--- src/rtl/packet_rr_allocator.sv ---
// Output-port allocator for the 5-port mesh router: locks the port to one input
// for a whole packet, rotates priority between packets, gates on downstream credits.
module packet_rr_allocator #(
  parameter int CREDITS = 4,
  parameter int CRW     = 3,
  parameter int TIMEOUT = 64
) (
  input  logic           clk,
  input  logic           rst,
  input  logic [4:0]     req,
  input  logic [14:0]    flit_id,
  input  logic           credit_in,
  output logic [4:0]     grant,
  output logic [2:0]     sel,
  output logic           xfer,
  output logic [CRW-1:0] credits,
  output logic           busy,
  output logic           timeout_err
);

  localparam logic [0:0] IDLE   = 1'b0;
  localparam logic [0:0] LOCKED = 1'b1;

  localparam logic [2:0] FT_HEAD   = 3'b001;
  localparam logic [2:0] FT_TAIL   = 3'b100;
  localparam logic [2:0] FT_SINGLE = 3'b101;
  localparam logic [2:0] SEL_IDLE  = 3'd7;

  localparam logic [11:0]    WD_LAST  = 12'(TIMEOUT - 1);
  localparam logic [CRW-1:0] CRED_MAX = CRW'(CREDITS);

  logic [0:0]  state;
  logic [2:0]  rr_ptr;
  logic [11:0] wd_cnt;

  logic [4:0] eligible;
  logic [2:0] start;
  logic [9:0] dbl;
  logic [4:0] rot;
  logic [2:0] off;
  logic [3:0] sum;
  logic [2:0] win;
  logic       win_valid;
  logic [2:0] cur_type;
  logic       tail_xfer;
  logic       wd_fire;

  function automatic logic is_head(input logic [2:0] t);
    return (t == FT_HEAD) || (t == FT_SINGLE);
  endfunction

  assign eligible = {req[4] & is_head(flit_id[14:12]),
                     req[3] & is_head(flit_id[11:9]),
                     req[2] & is_head(flit_id[8:6]),
                     req[1] & is_head(flit_id[5:3]),
                     req[0] & is_head(flit_id[2:0])};

  // Rotate the eligible vector so bit 0 is the port just after rr_ptr,
  // pick the lowest set bit, then map the offset back to a port number.
  always_comb begin
    start     = (rr_ptr == 3'd4) ? 3'd0 : rr_ptr + 3'd1;
    dbl       = {eligible, eligible} >> start;
    rot       = dbl[4:0];
    off       = '0;
    win_valid = 1'b0;
    for (int unsigned j = 0; j < 5; j++) begin
      if (!win_valid && rot[j]) begin
        win_valid = 1'b1;
        off       = 3'(j);
      end
    end
    sum = {1'b0, start} + {1'b0, off};
    win = (sum >= 4'd5) ? 3'(sum - 4'd5) : sum[2:0];
  end

  always_comb begin
    case (sel)
      3'd0:    cur_type = flit_id[2:0];
      3'd1:    cur_type = flit_id[5:3];
      3'd2:    cur_type = flit_id[8:6];
      3'd3:    cur_type = flit_id[11:9];
      3'd4:    cur_type = flit_id[14:12];
      default: cur_type = '0;
    endcase
  end

  assign busy      = (state == LOCKED);
  assign xfer      = busy && ((req & grant) != '0) && (credits != '0);
  assign tail_xfer = xfer && ((cur_type == FT_TAIL) || (cur_type == FT_SINGLE));
  assign wd_fire   = busy && !xfer && (wd_cnt == WD_LAST);

  always_ff @(posedge clk) begin
    if (rst) begin
      state       <= IDLE;
      grant       <= '0;
      sel         <= SEL_IDLE;
      rr_ptr      <= 3'd4;
      wd_cnt      <= '0;
      timeout_err <= 1'b0;
    end else begin
      timeout_err <= 1'b0;
      case (state)
        IDLE: begin
          wd_cnt <= '0;
          if (win_valid) begin
            state  <= LOCKED;
            grant  <= 5'd1 << win;
            sel    <= win;
            rr_ptr <= win;
          end
        end
        default: begin
          // rr_ptr is left on the released port so it ranks last next round.
          if (tail_xfer || wd_fire) begin
            state       <= IDLE;
            grant       <= '0;
            sel         <= SEL_IDLE;
            wd_cnt      <= '0;
            timeout_err <= wd_fire;
          end else if (xfer) begin
            wd_cnt <= '0;
          end else begin
            wd_cnt <= wd_cnt + 12'd1;
          end
        end
      endcase
    end
  end

  always_ff @(posedge clk) begin
    if (rst) begin
      credits <= CRED_MAX;
    end else if (xfer && !credit_in) begin
      credits <= credits - CRW'(1);
    end else if (!xfer && credit_in && (credits != CRED_MAX)) begin
      credits <= credits + CRW'(1);
    end
  end

endmodule
--- config.mk ---
export PLATFORM = sky130hd
export DESIGN_NAME = packet_rr_allocator
export DESIGN_NICKNAME = d
export VERILOG_FILES = /design/src/rtl/packet_rr_allocator.sv
export SDC_FILE = /design/constraint.sdc
export NUM_CORES = 1
export LEC_CHECK = 0
export ABC_AREA = 1
export CAP_MARGIN = 30
export CORE_MARGIN = 1
export CORE_UTILIZATION = 45
export CTS_CLUSTER_SIZE = 14
export DETAILED_ROUTE_END_ITERATION = 8
export PLACE_DENSITY_LB_ADDON = 0.25
export SLEW_MARGIN = 20
export SYNTH_ARGS = -nofsm -noshare
export SYNTH_HDL_FRONTEND = slang
export SYNTH_SLANG_ARGS = --single-unit
--- constraint.sdc ---
create_clock -name clk -period 10.3 [get_ports clk]
set_clock_uncertainty 0.15 [all_clocks]
set_input_delay 2.575 -clock clk [delete_from_list [all_inputs] [get_ports clk]]
set_output_delay 2.575 -clock clk [all_outputs]
set_load 0.01 [all_outputs]
==> results.yml, run 1 <==
synth:
  synth.net_count: 333
  ys_seq_area_share_pct: 28.9
  ys_ff_latch: 28
  syn_area_per_cell_um2: 6.47
  synthesis.area_um2: 1940
  ys_types: 38
  yosysWarnings: 0
  syn_inst: 300
cells_and_area:
  final_cells: 386
  fin_nets: 370
  drive_above_1_share_pct: 6.55
  syn2layout_area_growth_pct: 23.2
  fillers: 405
  fin_util_pct: 58.9
  diodes: 0
critical_path:
  crit_arrival_ps: 4100
  critPathSlowestCell: "clkdlybuf4s50_1"
  crit_type: "in2out"
  timing.reg2reg.setup_slack_ps: 6220
  path_depth: 7
  crit_path_cell_trace: "clkdlybuf4s50_1 -> nand2_1 -> nand4_1 -> a21o_1 -> nand2_1 -> inv_1 -> clkdlybuf4s50_1"
  cp_max_fo: 6
  startpoint: "req[1]"
  worst_setup_path_start_kind: "input pin"
  r2r_start: "rr_ptr[0]$_SDFFE_PP0P_"
  r2r_cells: 20
  cp-end-kind: "primary output"
  cp_data_required_time_ps: 7580
  crit_family: "buffers and inverters"
  cp_num_buf_inv: 3
  max_stage_delay_ps: 540
clock_network:
  cts_tree: "done"
  clk_pin_slew_ps: 90
  cts_made_buffers: 3
  cts-root-buf: "clkbuf_8"
  cts_hold_buf: 0
  cts_sinks: 28
  clockBufferDepth: 2
  cts-htree-levels: 1
  cts_resized: 0
  post_cts_buffers: 0
  clk-insertion-delay-late_ps: 270
place:
  port_buffers: 36
  dpl.cell_count: 382
  gp_congestion: 0.888
  hpwlAfterDp_um: 3380
timing:
  post-route-period-util_pct: 66.3
  max_slew.worst_pin.slew_ps: 459
  setup_tns_ps: 0
  drv_slew: 0
  hold_violations: 0
  rsz0062_at_grt: "no"
  fmax_mhz: 147
  relSlewSlack_pct: 69.3
  setup_viol: 0
  finalCriticalPeriod_ps: 6830
grt:
  grt_antenna_before_repair: 0
  grt.overflow.total: 0
  busiest_layer: "met2"
  global_route.usage.met2_pct: 33.4
  use_met3_pct: 3.89
  use_met1_pct: 27.4
  grt_max_degree: 18
  grt_pass1_wl_um: 7220
  grt_usage_pct: 20.5
  grt_pass1_vias: 1712
floorplan:
  rows: 23
  dieArea_um2: 4580
  fp.dieH_um: 67.7
  top_level_ports: 37
  fp.coreArea_um2: 4060
  fp.dieW_um: 67.7
  start_util_pct: 47.8
routing:
  ant_nets: 0
  vias: 1923
  vias_per_cell: 4.98
  drcViolationCount: 0
  firstDrtPassIters: 4
  wl_per_cell_um: 11.1
  routed_wirelength_um: 4300
  drtIter0Drc: 93
job:
  drv_cap: 0
hold_path:
  holdPathStages: 1
  hp-start: "wd_cnt[0]$_SDFF_PP0_"
  hp-class: "reg2reg"
status:
  status: "finished clean"
## synth_stat cells
| cell type | count | area, um2 |
|---|---|---|
| nand3_2 | 1 | 10.0 |
| o21ai_2 | 1 | 8.76 |
| o22ai_1 | 1 | 6.26 |
| nand3_1 | 35 | 175 |
| buf_8 | 1 | 15.0 |
| nand2_4 | 1 | 11.3 |
| nor4_2 | 1 | 12.5 |
| inv_1 | 37 | 139 |
| nand3b_1 | 1 | 7.51 |
| nand2_2 | 2 | 12.5 |
| o21bai_1 | 1 | 7.51 |
| buf_2 | 1 | 5.00 |
| o21ai_0 | 5 | 25.0 |
| a21oi_4 | 1 | 16.3 |
| xnor2_1 | 1 | 8.76 |
| a21o_1 | 1 | 7.51 |
| xor2_1 | 5 | 43.8 |
| fa_1 | 2 | 40.0 |
| a21oi_2 | 1 | 8.76 |
| nand4_1 | 5 | 31.3 |
| nand2_1 | 77 | 289 |
| dfxtp_1 | 28 | 561 |
| a21oi_1 | 13 | 65.1 |
| or2_2 | 3 | 18.8 |
| nor2_1 | 40 | 150 |
| clkbuf_1 | 2 | 7.51 |
| clkinv_1 | 1 | 3.75 |
| o21a_1 | 1 | 7.51 |
| nand3_4 | 1 | 17.5 |
| inv_4 | 1 | 6.26 |
| ha_1 | 8 | 100 |
| a31oi_1 | 2 | 12.5 |
| a21boi_1 | 1 | 7.51 |
| o21ai_1 | 3 | 15.0 |
| nor4_1 | 3 | 18.8 |
| inv_2 | 3 | 11.3 |
| nor2_4 | 2 | 22.5 |
| nor3_1 | 7 | 35.0 |
## through the flow
stage / hold slack [ps] / area, um2 / setup slack (ps)
floorplan: 268 / 1940 / 4510
global placement: 278 / 2340 / 3490
detailed placement: 286 / 2340 / 3480
CTS: 304 / 2390 / 3460
global route: 331 / 2390 / 3350
finish: 307 / 2390 / 3470
## layout make-up
type / instances / area [um2] / area share [%]
clock buffers: 4 / 55.1 / 2.30
multi-input cells: 226 / 1190 / 49.9
inverters: 42 / 160 / 6.70
flip-flops and latches: 28 / 561 / 23.4
well taps: 50 / 62.6 / 2.62
repair buffers: 36 / 360 / 15.1
## path summary, 6_finish.rpt
kind                                         endpoint
worst min-delay path             wd_cnt[0]$_SDFF_PP0_
worst max register to register  grant[4]$_SDFFE_PP0P_
worst min register to register   wd_cnt[0]$_SDFF_PP0_
worst max-delay path                             xfer
## per-layer routing
| layer | vias to the layer above | routed length, um |
|---|---|---|
| met1 | 832 | 2110 |
| met3 | 2 | 393 |
| met5 | - | 0 |
| met2 | 54 | 1780 |
| met4 | 0 | 17 |
| li1 | 1035 | - |
## placed cells by master (no fill, tap or decap), types with 2 or more instances in the layout
cell type,count
inv_1,37
ha_1,8
clkdlybuf4s50_1,36
nor2_1,40
o21ai_1,3
or2_2,3
nor3_1,7
dfxtp_1,28
a31oi_1,2
nand3_1,35
inv_2,3
o21ai_0,5
fa_1,2
xor2_1,5
nor4_1,3
a21oi_1,13
clkbuf_8,4
nor2_4,2
nand4_1,5
nand2_2,2
nand2_1,77
## worst reg2reg max path: cells and delay by family (launching register included)
kind,cells,cell delay (ps)
buffers and inverters,4,360
AO/OA/AOI/OAI,3,350
AND/OR/NAND/NOR,8,980
XOR/XNOR,1,400
flip-flops,1,430
adder cells (fa/ha/maj),4,1370
## flip-flops by register name, indices dropped and copies added, names as in the netlist
register	cells
busy	1
rr_ptr	3
wd_cnt	12
sel	3
credits	3
grant	5
timeout_err	1
## logic make-up after synthesis
family / count (synthesis) / share of synthesized area (%)
compound gates: 31 / 9.67
xor+xnor: 6 / 2.71
fa+ha+maj: 10 / 7.22
buf+inv: 46 / 9.67
flops: 28 / 28.9
simple gates: 179 / 41.8
Power of run 1 is not shown: default switching activity piles up to over one toggle a cycle in this logic, so the estimate is an artifact.
==> run 2: changes to the inputs <==
clock period = 6.8 ns   (was 10.3 ns; I/O delays follow)
==> results.yml, run 2 (same netlist as run 1, synthesis figures left out) <==
critical_path:
  timing.reg2reg.setup_slack_ps: 2820
  r2r_cells: 20
  timing.rr.end: "grant[4]$_SDFFE_PP0P_"
  max_stage_delay_ps: 540
  r2r_start: "rr_ptr[0]$_SDFFE_PP0P_"
  cp_data_required_time_ps: 4950
  cp_num_buf_inv: 3
  crit_type: "in2out"
  critPathSlowestCell: "clkdlybuf4s50_1"
  crit_path_cell_trace: "clkdlybuf4s50_1 -> nand2_1 -> nand4_1 -> a21o_1 -> nand2_1 -> inv_1 -> clkdlybuf4s50_1"
  worst_setup_path_start_kind: "input pin"
  crit_arrival_ps: 3260
  cp-end-kind: "primary output"
  cp_max_fo: 6
  crit_family: "buffers and inverters"
status:
  status: "finished clean"
timing:
  drv_slew: 0
  fmax_mhz: 196
  max_slew.worst_pin.slew_ps: 450
  post-route-period-util_pct: 75.2
  rsz0062_at_grt: "no"
  setup_viol: 0
  finalCriticalPeriod_ps: 5110
  relSlewSlack_pct: 69.9
  fin_ws_ps: 1690
  setup_tns_ps: 0
  hold_violations: 0
hold_path:
  holdPathStages: 1
  hp-start: "wd_cnt[0]$_SDFF_PP0_"
  hp-class: "reg2reg"
  holdPathEnd: "wd_cnt[0]$_SDFF_PP0_"
floorplan:
  top_level_ports: 37
  fp.dieH_um: 67.7
  dieArea_um2: 4580
  start_util_pct: 47.8
  rows: 23
  fp.dieW_um: 67.7
  fp.coreArea_um2: 4060
cells_and_area:
  final_cells: 386
  layout_common_cells: "77 x nand2_1, 40 x nor2_1, 37 x inv_1"
  drive_above_1_share_pct: 6.55
  largest_register_ffs: 12
  diodes: 0
  layout_commonest_cell: "nand2_1"
  ff_latch_area_um2: 561
  fillers: 380
  reg.largest.list: "wd_cnt (12), grant (5)"
  fin_nets: 370
  regMostFlops: "wd_cnt"
  syn2layout_area_growth_pct: 24.0
  multiInputGateArea_um2: 1190
clock_network:
  post_cts_buffers: 0
  cts-htree-levels: 1
  cts_resized: 0
  cts-root-buf: "clkbuf_8"
  clockBufferDepth: 2
  cts_made_buffers: 3
  cts_sinks: 28
  clk-insertion-delay-late_ps: 280
  cts_tree: "done"
  cts_hold_buf: 0
  clk_pin_slew_ps: 100
place:
  hpwlAfterDp_um: 3510
  dpl.cell_count: 382
  place_ws_ps: 1510
  gp_congestion: 0.851
  port_buffers: 36
routing:
  drcViolationCount: 0
  firstDrtPassIters: 4
  ant_nets: 0
  wl_per_cell_um: 11.6
  vias_per_cell: 5.01
  routed_wirelength_um: 4500
  drtIter0Drc: 107
  vias: 1933
grt:
  grt_usage_pct: 21.0
  grt_pass1_vias: 1709
  grt.overflow.total: 0
  grt_pass1_wl_um: 7330
  grt_antenna_before_repair: 0
  grt_max_degree: 18
job:
  drv_cap: 0
run 2: area by class of cell:
class                           instances  share of cell area [%]
Clock buffer                            3                    1.72
Clock inverter                          1                    1.25
Inverter                               42                    6.65
Multi-Input combinational cell        226                    49.5
Sequential cell                        28                    23.3
Tap cell                               50                    2.60
Timing Repair Buffer                   36                    15.0
run 2: through the flow:
step / util [%] / cell area [um2] / hold WS [ps]
after floorplan: - / 1940 / 268
after global placement: 57.6 / 2340 / 280
after detailed placement: 57.6 / 2340 / 291
after CTS: 59.3 / 2410 / 314
after global routing: 59.3 / 2410 / 345
final: 59.3 / 2410 / 310
run 2: layer usage:
layer / global-route usage (%) / routed length (um) / vias up
li1: - / - / 1042
met4: 5.59 / 42 / 0
met1: 26.5 / 2240 / 844
met2: 36.3 / 1950 / 43
met3: 3.89 / 264 / 4
met5: 0 / 0 / -
run 2: worst reg2reg max path, cell delays in order, from the launching register on:
cell,delay [ps]
dfxtp_1,450
inv_1,100
ha_1,460
inv_2,140
nand3_1,130
nand3_1,80
nand2_1,170
a31oi_1,100
nor2_1,110
ha_1,170
inv_1,50
fa_1,540
ha_1,180
inv_1,60
o21ai_1,110
nand2_1,120
xor2_1,350
nand2_1,130
nor2_1,110
nand3_1,90
a21oi_2,130
run 2: worst max-delay path by stage:
stage / startpoint / end / slack (ps) / cells after the start
2_1_floorplan: req[3] / grant[4]$_SDFFE_PP0P_ / 2360 / 20
3_3_place_gp: req[0] / grant[4]$_SDFFE_PP0P_ / 1620 / 21
3_5_place_dp: req[4] / grant[4]$_SDFFE_PP0P_ / 1510 / 21
4_1_cts: req[0] / xfer / 1690 / 7
5_1_grt: req[3] / grant[4]$_SDFFE_PP0P_ / 1360 / 21
6_report: req[0] / xfer / 1690 / 7
Power of run 2 is left out for the same reason.
==> run 3: changes to the inputs <==
clock period = 4.5 ns   (was 6.8 ns; I/O delays follow)
==> results.yml, run 3 (same netlist as run 1, synthesis figures left out) <==
grt:
  grt_usage_pct: 21.6
  grt.overflow.total: 0
  grt_antenna_before_repair: 0
  grt_pass1_wl_um: 7620
  grt_pass1_vias: 1830
  grt_max_degree: 18
cells_and_area:
  largest_register_ffs: 12
  regMostFlops: "wd_cnt"
  drive_above_1_share_pct: 11.3
  syn2layout_area_growth_pct: 28.8
  reg.largest.list: "wd_cnt (12), grant (5)"
  diodes: 0
  fillers: 378
  layout_common_cells: "76 x nand2_1, 38 x nor2_1, 36 x inv_1, 36 x clkdlybuf4s50_1, 35 x nand3_1"
  fin_nets: 378
  layout_commonest_cell: "nand2_1"
critical_path:
  cp_data_required_time_ps: 4570
  crit_top_cell: "nand2_1"
  timing.rr.end: "grant[1]$_SDFFE_PP0P_"
  r2r_cells: 20
  cp-end-kind: "flip-flop"
  crit_arrival_ps: 4360
  crit_path_cell_trace: "clkdlybuf4s50_1 -> nand2_1 -> nor2_2 -> nand2_1 -> nand3_1 -> nand3_1 -> nand2_1 -> a31oi_1 -> nor2_1 -> ha_1 -> inv_1 -> fa_2 -> ha_1 -> inv_1 -> o21ai_1 -> nand2_2 -> xor2_2 -> buf_4 -> nor3_2 -> a21oi_1 -> nor2_1"
  max_stage_delay_ps: 550
  r2r_start: "rr_ptr[0]$_SDFFE_PP0P_"
  critPathSlowestCell: "fa_2"
  timing.reg2reg.setup_slack_ps: 660
  cp_num_buf_inv: 4
  worst_setup_path_start_kind: "input pin"
  crit_type: "in2reg"
  cp_max_fo: 4
  crit_family: "simple AND/OR/NAND/NOR gates"
timing:
  fin_ws_ps: 212
  finalCriticalPeriod_ps: 4290
  fmax_mhz: 233
  setup_viol: 0
  relSlewSlack_pct: 70.2
  post-route-period-util_pct: 95.3
  max_slew.worst_pin.slew_ps: 446
  hold_violations: 0
  rsz0062_at_grt: "yes"
  drv_slew: 0
place:
  port_buffers: 36
  place_ws_ps: -86.5
  gp_congestion: 0.822
  hpwlAfterDp_um: 3490
routing:
  vias: 1984
  firstDrtPassIters: 4
  drtIter0Drc: 61
  ant_nets: 0
  routed_wirelength_um: 4560
  wl_per_cell_um: 11.6
  vias_per_cell: 5.04
  drcViolationCount: 0
hold_path:
  holdPathStages: 1
  hp-class: "reg2reg"
  holdPathEnd: "wd_cnt[0]$_SDFF_PP0_"
  hp-start: "wd_cnt[0]$_SDFF_PP0_"
clock_network:
  cts_made_buffers: 3
  clockBufferDepth: 2
  cts-htree-levels: 1
  cts_tree: "done"
  clk-insertion-delay-late_ps: 280
  cts_hold_buf: 0
  cts_sinks: 28
  cts-root-buf: "clkbuf_8"
  clk_pin_slew_ps: 100
floorplan:
  start_util_pct: 47.8
  fp.dieW_um: 67.7
  fp.dieH_um: 67.7
  dieArea_um2: 4580
  rows: 23
  top_level_ports: 37
  fp.coreArea_um2: 4060
job:
  drv_cap: 0
status:
  status: "finished clean"
## run 3: through the flow
| step | cell area (um2) | cells | util (%) | hold WS (ps) | setup TNS [ps] |
|---|---|---|---|---|---|
| 4_1_cts | 2470 | 394 | 60.8 | 315 | 0 |
| 2_1_floorplan | 1940 | 300 | - | 268 | 0 |
| 3_3_place_gp | 2400 | 390 | 59.1 | 285 | -146 |
| 5_1_grt | 2500 | 394 | 61.6 | 364 | -41.7 |
| 6_report | 2500 | 394 | 61.6 | 314 | 0 |
| 3_5_place_dp | 2400 | 390 | 59.1 | 291 | -329 |
## run 3: per-layer routing
layer	track usage, %	vias to the layer above	wire length, um
met3	4.05	5	289
met5	0	-	0
met4	5.32	0	36
met2	36.5	43	1990
met1	27.9	883	2250
li1	-	1053	-
## run 3: worst reg2reg max path, stage by stage (launching register included)
cell and delay (ps):
dfxtp_1 440, inv_1 100, ha_1 430, inv_2 180, nand3_1 120, nand3_1 100
nand2_1 100, nor2_4 150, inv_1 70, nor2_1 130, inv_1 80, fa_2 570
ha_1 170, inv_1 60, o21ai_1 140, nand2_2 110, xor2_2 190, buf_4 160
nor3_2 170, a21oi_1 70, nor2_1 110
## run 3: layout make-up
| cell class | count | area [um2] | share of cell area [%] |
|---|---|---|---|
| multi-input combinational | 226 | 1220 | 49.0 |
| sequential | 28 | 561 | 22.4 |
| tap | 50 | 62.6 | 2.50 |
| clock inverter | 1 | 30.0 | 1.20 |
| inverter | 42 | 160 | 6.41 |
| clock buffer | 3 | 41.3 | 1.65 |
| timing repair buffer | 44 | 420 | 16.8 |
## run 3: repair_timing
item	in CTS	in global routing
setup endpoints to repair	0	9
endpoints found under the hold margin	0	0
buffers inserted	0	0
resized for setup	0	9
## run 3: worst max path at each step
stage | startpoint | to | slack [ps] | cells after the start
finish | req[4] | grant[1]$_SDFFE_PP0P_ | 210 | 21
global route | req[3] | grant[4]$_SDFFE_PP0P_ | -20 | 21
CTS | req[4] | grant[4]$_SDFFE_PP0P_ | 170 | 21
detailed placement | req[4] | grant[4]$_SDFFE_PP0P_ | -90 | 21
global placement | req[0] | grant[4]$_SDFFE_PP0P_ | -50 | 21
floorplan | req[3] | grant[4]$_SDFFE_PP0P_ | 640 | 20
Power of run 3 is left out for the same reason.
